## config.mk

```make
export PLATFORM = sky130hd
export DESIGN_NAME = signmag_divider
export DESIGN_NICKNAME = d
export VERILOG_FILES = /design/src/rtl/signmag_divider.sv
export SDC_FILE = /design/constraint.sdc
export NUM_CORES = 1
export LEC_CHECK = 0
export ABC_CLOCK_PERIOD_IN_PS = 5200
export CAP_MARGIN = 20
export CORE_MARGIN = 2
export CORE_UTILIZATION = 25
export DETAILED_ROUTE_END_ITERATION = 7
export PLACE_DENSITY = 0.43
export SLEW_MARGIN = 20
export SYNTH_ARGS = -nofsm -noshare
export SYNTH_HDL_FRONTEND = slang
export SYNTH_SLANG_ARGS = --single-unit
```

## constraint.sdc

```tcl
create_clock -name CLK -period 5.2 [get_ports CLK]
set_clock_uncertainty 0.05 [all_clocks]
set_input_delay 0.52 -clock CLK [delete_from_list [all_inputs] [get_ports CLK]]
set_output_delay 0.52 -clock CLK [all_outputs]
set_load 0.05 [all_outputs]
```

## src/rtl/signmag_divider.sv

```systemverilog
// rtl/signmag_divider.sv - sequential restoring sign-magnitude divider, one quotient bit per clock
module signmag_divider (
    input  logic       CLK,
    input  logic       RESET,
    input  logic       START,
    input  logic [7:0] DATA1,
    input  logic [7:0] DATA2,
    output logic       BUSY,
    output logic       DONE,
    output logic [7:0] QUOTIENT,
    output logic [7:0] REMAINDER,
    output logic       DIV_ZERO
);

    typedef enum logic [1:0] {
        S_IDLE = 2'd0,
        S_DIV  = 2'd1,
        S_FIN  = 2'd2
    } state_t;

    state_t     state;
    state_t     state_nxt;

    logic [6:0] dvd;
    logic [6:0] dvs;
    logic [6:0] q;
    logic [7:0] r;
    logic [2:0] cnt;
    logic       s1;
    logic       s2;
    logic       zero;

    logic [7:0] r_shift;
    logic [7:0] r_next;
    logic       q_bit;

    always_ff @(posedge CLK or negedge RESET) begin
        if (!RESET) begin
            state <= S_IDLE;
        end else begin
            state <= state_nxt;
        end
    end

    always_comb begin
        state_nxt = state;
        case (state)
            S_IDLE: begin
                if (START) begin
                    state_nxt = (DATA2[6:0] == 7'd0) ? S_FIN : S_DIV;
                end
            end
            S_DIV: begin
                if (cnt == 3'd6) begin
                    state_nxt = S_FIN;
                end
            end
            S_FIN:   state_nxt = S_IDLE;
            default: state_nxt = S_IDLE;
        endcase
    end

    always_comb begin
        BUSY = (state == S_DIV) || (state == S_FIN);
    end

    // Dividend bits are consumed MSB first by shifting dvd left each step.
    always_comb begin
        r_shift = (r << 1) | {7'd0, dvd[6]};
        q_bit   = (r_shift >= {1'b0, dvs});
        r_next  = q_bit ? (r_shift - {1'b0, dvs}) : r_shift;
    end

    always_ff @(posedge CLK or negedge RESET) begin
        if (!RESET) begin
            dvd       <= 7'd0;
            dvs       <= 7'd0;
            q         <= 7'd0;
            r         <= 8'd0;
            cnt       <= 3'd0;
            s1        <= 1'b0;
            s2        <= 1'b0;
            zero      <= 1'b0;
            DONE      <= 1'b0;
            QUOTIENT  <= 8'h00;
            REMAINDER <= 8'h00;
            DIV_ZERO  <= 1'b0;
        end else begin
            DONE <= (state == S_FIN);
            case (state)
                S_IDLE: begin
                    if (START) begin
                        dvd  <= DATA1[6:0];
                        dvs  <= DATA2[6:0];
                        // A -0 dividend carries no sign, so results never inherit it.
                        s1   <= DATA1[7] & (|DATA1[6:0]);
                        s2   <= DATA2[7];
                        r    <= 8'd0;
                        q    <= 7'd0;
                        cnt  <= 3'd0;
                        zero <= (DATA2[6:0] == 7'd0);
                    end
                end
                S_DIV: begin
                    r   <= r_next;
                    q   <= {q[5:0], q_bit};
                    dvd <= {dvd[5:0], 1'b0};
                    cnt <= cnt + 3'd1;
                end
                S_FIN: begin
                    if (zero) begin
                        QUOTIENT  <= {s1 ^ s2, 7'h7F};
                        REMAINDER <= {s1, dvd};
                        DIV_ZERO  <= 1'b1;
                    end else begin
                        QUOTIENT  <= {(s1 ^ s2) & (|q), q};
                        REMAINDER <= {s1 & (|r[6:0]), r[6:0]};
                        DIV_ZERO  <= 1'b0;
                    end
                end
                default: begin
                    cnt <= 3'd0;
                end
            endcase
        end
    end

endmodule
```

==> flow_metrics.tcl, run 1 <==
set metrics [dict create \
    fin_nets 345 \
    coreArea_um2 10900 \
    crit_type "flop to flop" \
    tightest_slew_ns 0.738 \
    syn-num-nets 312 \
    dp_hpwl_mm 4.65 \
    start_kind "flop" \
    ir_drop_mv 0.251 \
    dr_wl_met2_mm 2.96 \
    ys.flop_type "dfrtp_1" \
    cts_resized 0 \
    clock.fmax_mhz 415 \
    via_per_inst 4.55 \
    cts_tree "done" \
    wl_per_cell_um 14.0 \
    drt-met1-wl_mm 3.15 \
    cpPeakStageDelay_ns 0.70 \
    final_cells 454 \
    final-hold-violation-count 0 \
    gr-usage-all-layers_pct 11.1 \
    ys_warn_count 0 \
    antenna_found_initial 0 \
    drv_slew 0 \
    cap_violations 0 \
    critical_path.cell_chain "inv_1 > ha_1 > and2_0 > nand2_1 > o31ai_1 > o21bai_1" \
    drcViolationCount 0 \
    multi_input_area_um2 1340 \
    antennaDiodeCount 0 \
    start_util_pct 25.8 \
    cts-htree-levels 2 \
    finalCritPeriodShare_pct 46.3 \
    crit_fanout 16 \
    fin_total_pwr_mw 2.21 \
    critPathCaptureType "flop" \
    outcome "complete, no violations" \
    cts-buffers-inserted 5 \
    boundaryPins 38 \
    grt_pass1_wl_mm 10.3 \
    ys_seq_elements 54 \
    crit_buf_inv 1 \
    gr-total-overflow 0 \
    cts.clk_slew.worst_paths_ns 0.11 \
    synth_cell_types 44 \
    clockBufferDepth 2 \
    drtAntennaViolNets 0 \
    async_flop_share_pct 100 \
    dp_cells 446 \
    drive_above_1_share_pct 10.8 \
    rows 38 \
    cts.sinks 54 \
    yosysTopAreaCell "dfrtp_1" \
    die_x_um 110 \
    portBuffers 37 \
    first_pass_iters 4 \
    grt_pass1_vias 1943 \
    rsz0062_at_grt "no" \
    design.die.area_um2 12100 \
    setup_violations 0 \
    netlist_area_um2 2810 \
    vias 2067 \
    cp.arrival_ns 2.60 \
    synth_top_area_share_pct 48.1 \
    clock_latency_ns 0.31 \
    relSlewSlack_pct 50.8 \
    wl_met3_um 174 \
    slowest_stage "and2_0" \
    powerDensity_nw_per_um2 644 \
    highest_layer "met4" \
    required_ns 5.39 \
    gp_congestion 0.726 \
    finalWirelength_mm 6.35 \
    fill_cells 1153 \
    die_y_um 110 \
    syn-instance-count 280 \
    post_cts_buffers 0 \
    layout_min_cycle_time_ns 2.41 \
    cpLargestDelayFamily "simple AND/OR/NAND/NOR gates" \
    leakage_nw 1.42 \
    drt_iter0_drc 89 \
    yosysSeqAreaShare_pct 48.1 \
    syn_area_per_cell_um2 10.0 \
    ctsHoldBuffers 0 \
    fin_setup_tns_ns 0 \
    ys_top_cells_by_area "dfrtp_1 48%, ha_1 5.3%, mux2_2 5.2%" \
    area_growth_pct 22.1 \
    hp-class "primary input to asynchronous set/reset pin" \
    register_area_um2 1350 \
    synth_edf_count 0 \
    grt_max_degree 55 \
    cts-root-buf "clkbuf_8" \
]
[metrics by stage]
step	setup slack [ns]	hold WS (ns)	utilization (%)	cell area, µm²
2_1_floorplan	3.13	0.174	-	2810
3_3_place_gp	2.73	0.443	30.4	3310
3_5_place_dp	2.67	0.445	30.4	3310
4_1_cts	2.78	0.323	31.5	3430
5_1_grt	2.56	0.353	31.5	3430
6_report	2.79	0.270	31.5	3430
[cell type report]
type	instances	share of cell area [%]
repair buffers	40	11.3
inverters	15	1.64
clock inverters	3	1.31
clock buffers	5	2.01
multi-input cells	197	39.2
well taps	140	5.11
flip-flops and latches	54	39.4
[layer usage]
| layer | global-route usage, % | vias to the layer above |
|---|---|---|
| met1 | 15.3 | 992 |
| met5 | 0 | - |
| met3 | 1.76 | 4 |
| met4 | 3.25 | 0 |
| li1 | - | 1041 |
| met2 | 17.9 | 30 |
[worst paths after layout]
path | cells past startpoint | slack, ns | endpoint | from
max in group asynchronous | 2 | 4.34 | r[0] | RESET
worst max-delay path | 6 | 2.79 | r[6] | state[1]
worst min register to register | 1 | 0.46 | QUOTIENT[7] | QUOTIENT[7]
worst min-delay path | 2 | 0.27 | QUOTIENT[0] | RESET
worst max register to register | 6 | 2.79 | r[6] | state[1]
min in group CLK | 1 | 0.46 | QUOTIENT[7] | QUOTIENT[7]
[sequential cells by signal, summed over array words and instances, names as in the netlist, 2 cells and up]
signal	flops
QUOTIENT	8
REMAINDER	8
cnt	3
dvd	7
dvs	7
q	7
r	7
state	2
[Yosys cell counts (all sizes together) (5+ instances only)]
master	instances
a22o	9
nand2	30
clkbuf	9
dfrtp	54
o21ai	18
mux2	13
mux2i	14
inv	15
ha	12
nand2b	5
nor2	29
buf	5
a21oi	23
[cells in the final DEF (no fill, tap or decap), drive strengths merged]
master / instances
dfrtp: 54
clkdlybuf4s50: 36
nand2: 30
nor2: 29
a21oi: 23
o21ai: 18
inv: 15
mux2i: 14
mux2: 13
ha: 12
a22o: 9
clkbuf: 5
nand2b: 5
nor4: 4
nor3b: 4
o211ai: 4
buf: 4
o22ai: 3
o21a: 2
nor3: 2
nor2b: 2
o31ai: 2
o21bai: 2
xnor2: 2
xor2: 2
nand3: 2
clkinvlp: 2
a31oi: 2
or2: 2
o311ai: 2
and2: 1
o2bb2ai: 1
nand4: 1
a221o: 1
or4: 1
o41ai: 1
fa: 1
bufinv: 1
[power breakdown]
group | switching, mW | internal, mW
Combinational | 0.735 | 0.474
Sequential | 0.127 | 0.580
Clock | 0.147 | 0.144
Total | 1.01 | 1.20
[cells by family (layout without fill, tap and decap cells)]
family          after synthesis  in the layout  synth area share (%)
simple gates                 83             83                  13.5
compound gates               70             70                  16.7
flops                        54             54                  48.1
buf+inv                      29             63                  4.19
mux                          27             27                  10.2
fa+ha+maj                    13             13                  6.06
xor+xnor                      4              4                  1.25
Note: power is estimated with default switching activity, not from simulation.
==> run 2: changes to the inputs <==
Settings changed: ABC_CLOCK_PERIOD_IN_PS 5200 to 2300.
Clock period 5.2 ns to 2.3 ns, I/O delays scaled along.
==> run 2 against run 1 <==
Compared with the run above:
- core utilization grew 0.70 points
- highest routed layer unchanged
- non-clock buffer count increased by 9
- register-to-register slack got worse by 2.6 ns
- hold slack better by 0.11 ns
- cell count grew 2.0%
- fmax is 12% higher
- total power is 130% higher
- sequential cell count unchanged
- sequential share of layout area fell by 0.86 points
- sequential power up 120%
- critical path depth grew 3
==> flow_metrics.tcl, run 2 (synthesis gave the netlist of run 1 again) <==
set metrics [dict create \
    finalWirelength_mm 6.43 \
    final_cell_area_um2 3500 \
    hp-class "primary input to asynchronous set/reset pin" \
    crit_type "flop to flop" \
    cts.sinks 54 \
    crit_fanout 7 \
    drive_above_1_share_pct 13.6 \
    drcViolationCount 0 \
    p_sw_mw 2.30 \
    clock_latency_ns 0.31 \
    r2r_slack_ns 0.16 \
    portBuffers 37 \
    cts.clk_slew.worst_paths_ns 0.11 \
    intPower_mw 2.72 \
    die_y_um 110 \
    first_pass_iters 4 \
    drtAntennaViolNets 0 \
    start_kind "flop" \
    post-place-ws_ns 0.0785 \
    dp_hpwl_mm 4.77 \
    required_ns 2.44 \
    clock.fmax_mhz 467 \
    grt_max_degree 55 \
    cts-root-buf "clkbuf_8" \
    fin_total_pwr_mw 5.02 \
    final_common_cell "dfrtp_1" \
    p_clk_share_pct 11.8 \
    antenna_found_initial 0 \
    drv_slew 0 \
    ff2ff_path_depth 9 \
    cts-htree-levels 2 \
    powerDensity_nw_per_um2 1430 \
    r2r-end "r[5]" \
    fin_ws_ns 0.157 \
    fin_setup_tns_ns 0 \
    boundaryPins 38 \
    gr-total-overflow 0 \
    fin_hold_ws_ns 0.384 \
    finalCritPeriodShare_pct 93.2 \
    setup_violations 0 \
    cts-buffers-inserted 5 \
    die_x_um 110 \
    via_per_inst 4.59 \
    clockBufferDepth 2 \
    placed_cell_area_um2 3380 \
    layout_min_cycle_time_ns 2.14 \
    cp.arrival_ns 2.28 \
    start_util_pct 25.8 \
    seqPwrFrac_pct 31.4 \
    wl_per_cell_um 13.9 \
    gr-usage-all-layers_pct 11.4 \
    cap_violations 0 \
    drt_iter0_drc 74 \
    grt_pass1_wl_mm 10.7 \
    outcome "complete, no violations" \
    area_growth_pct 24.8 \
    final-hold-violation-count 0 \
    rows 38 \
    grt_pass1_vias 2139 \
    antennaDiodeCount 0 \
    cts_tree "done" \
    p_sw_share_pct 45.8 \
    fin_nets 354 \
    gp_congestion 0.774 \
    coreArea_um2 10900 \
    r2r_start "dvd[6]" \
    leakage_nw 1.47 \
    ir_drop_mv 0.476 \
    vias 2126 \
    final_cell_mix "54 x dfrtp_1, 36 x clkdlybuf4s50_1, 30 x nand2_1, 28 x nor2_1, 23 x a21oi_1" \
    top_regs "QUOTIENT: 8 flops, REMAINDER: 8 flops" \
    rsz0062_at_grt "no" \
    design.die.area_um2 12100 \
    relSlewSlack_pct 48.7 \
    power_frac_comb_pct 56.8 \
    critPathCaptureType "flop" \
    tightest_slew_ns 0.769 \
]
[run 2: how the worst max path moves through the flow]
stage | startpoint | endpoint | slack [ns] | cells after the start
after global placement | dvd[6] | r[4] | 0.12 | 8
after CTS | dvd[6] | r[3] | 0.07 | 8
after global routing | dvd[6] | r[5] | 0.04 | 9
final | dvd[6] | r[5] | 0.16 | 9
after detailed placement | dvd[6] | r[3] | 0.08 | 8
after floorplan | dvd[6] | r[3] | 0.23 | 9
[run 2: stage by stage]
| step | util (%) | cells |
|---|---|---|
| after global placement | 31.0 | 453 |
| after floorplan | - | 280 |
| after detailed placement | 31.0 | 453 |
| after CTS | 32.0 | 462 |
| after global routing | 32.2 | 463 |
| final | 32.2 | 463 |
[run 2: timing repair]
item                       4_1_cts  5_1_grt
buffers inserted                 0        1
gates resized for setup          0        3
setup endpoints to repair        0        8
hold endpoints to repair        54        0
hold buffers                     1        0
[run 2: layout make-up]
class	instances	area, µm²
Multi-Input combinational cell	197	1350
Clock buffer	6	82.6
Fill cell	1169	7380
Tap cell	140	175
Inverter	15	56.3
Timing Repair Buffer	49	474
Sequential cell	54	1350
Clock inverter	2	16.3
[run 2: per-layer routing]
layer,wire [µm],vias to the layer above,track usage [%]
li1,-,1067,-
met4,67,0,2.98
met3,177,4,1.82
met2,3010,28,19.2
met5,0,-,0
met1,3170,1027,15.3
[run 2: critical path, cell delays in order (launching register included)]
cell,delay [ns]
dfrtp_1,0.37
inv_1,0.07
ha_1,0.22
fa_2,0.35
nand2b_2,0.20
o2bb2ai_2,0.15
a31oi_4,0.26
buf_6,0.15
o31ai_1,0.06
o21bai_1,0.15
[run 2: power by group through the flow]
| stage | Clock [mW] | Sequential (mW) | Combinational, mW |
|---|---|---|---|
| finish | 0.592 | 1.58 | 2.85 |
| global route | 0.644 | 1.63 | 3.14 |
| floorplan | 0 | 2.02 | 1.59 |
| detailed placement | 0 | 1.61 | 2.85 |
| global placement | 0 | 1.60 | 2.84 |
| CTS | 0.616 | 1.59 | 2.86 |
==> run 3: changes to the inputs <==
Settings changed: SKIP_LAST_GASP from default to 1.
==> results of run 3 <==
No change in the layout: final DEF, timing and power equal those of run 2.
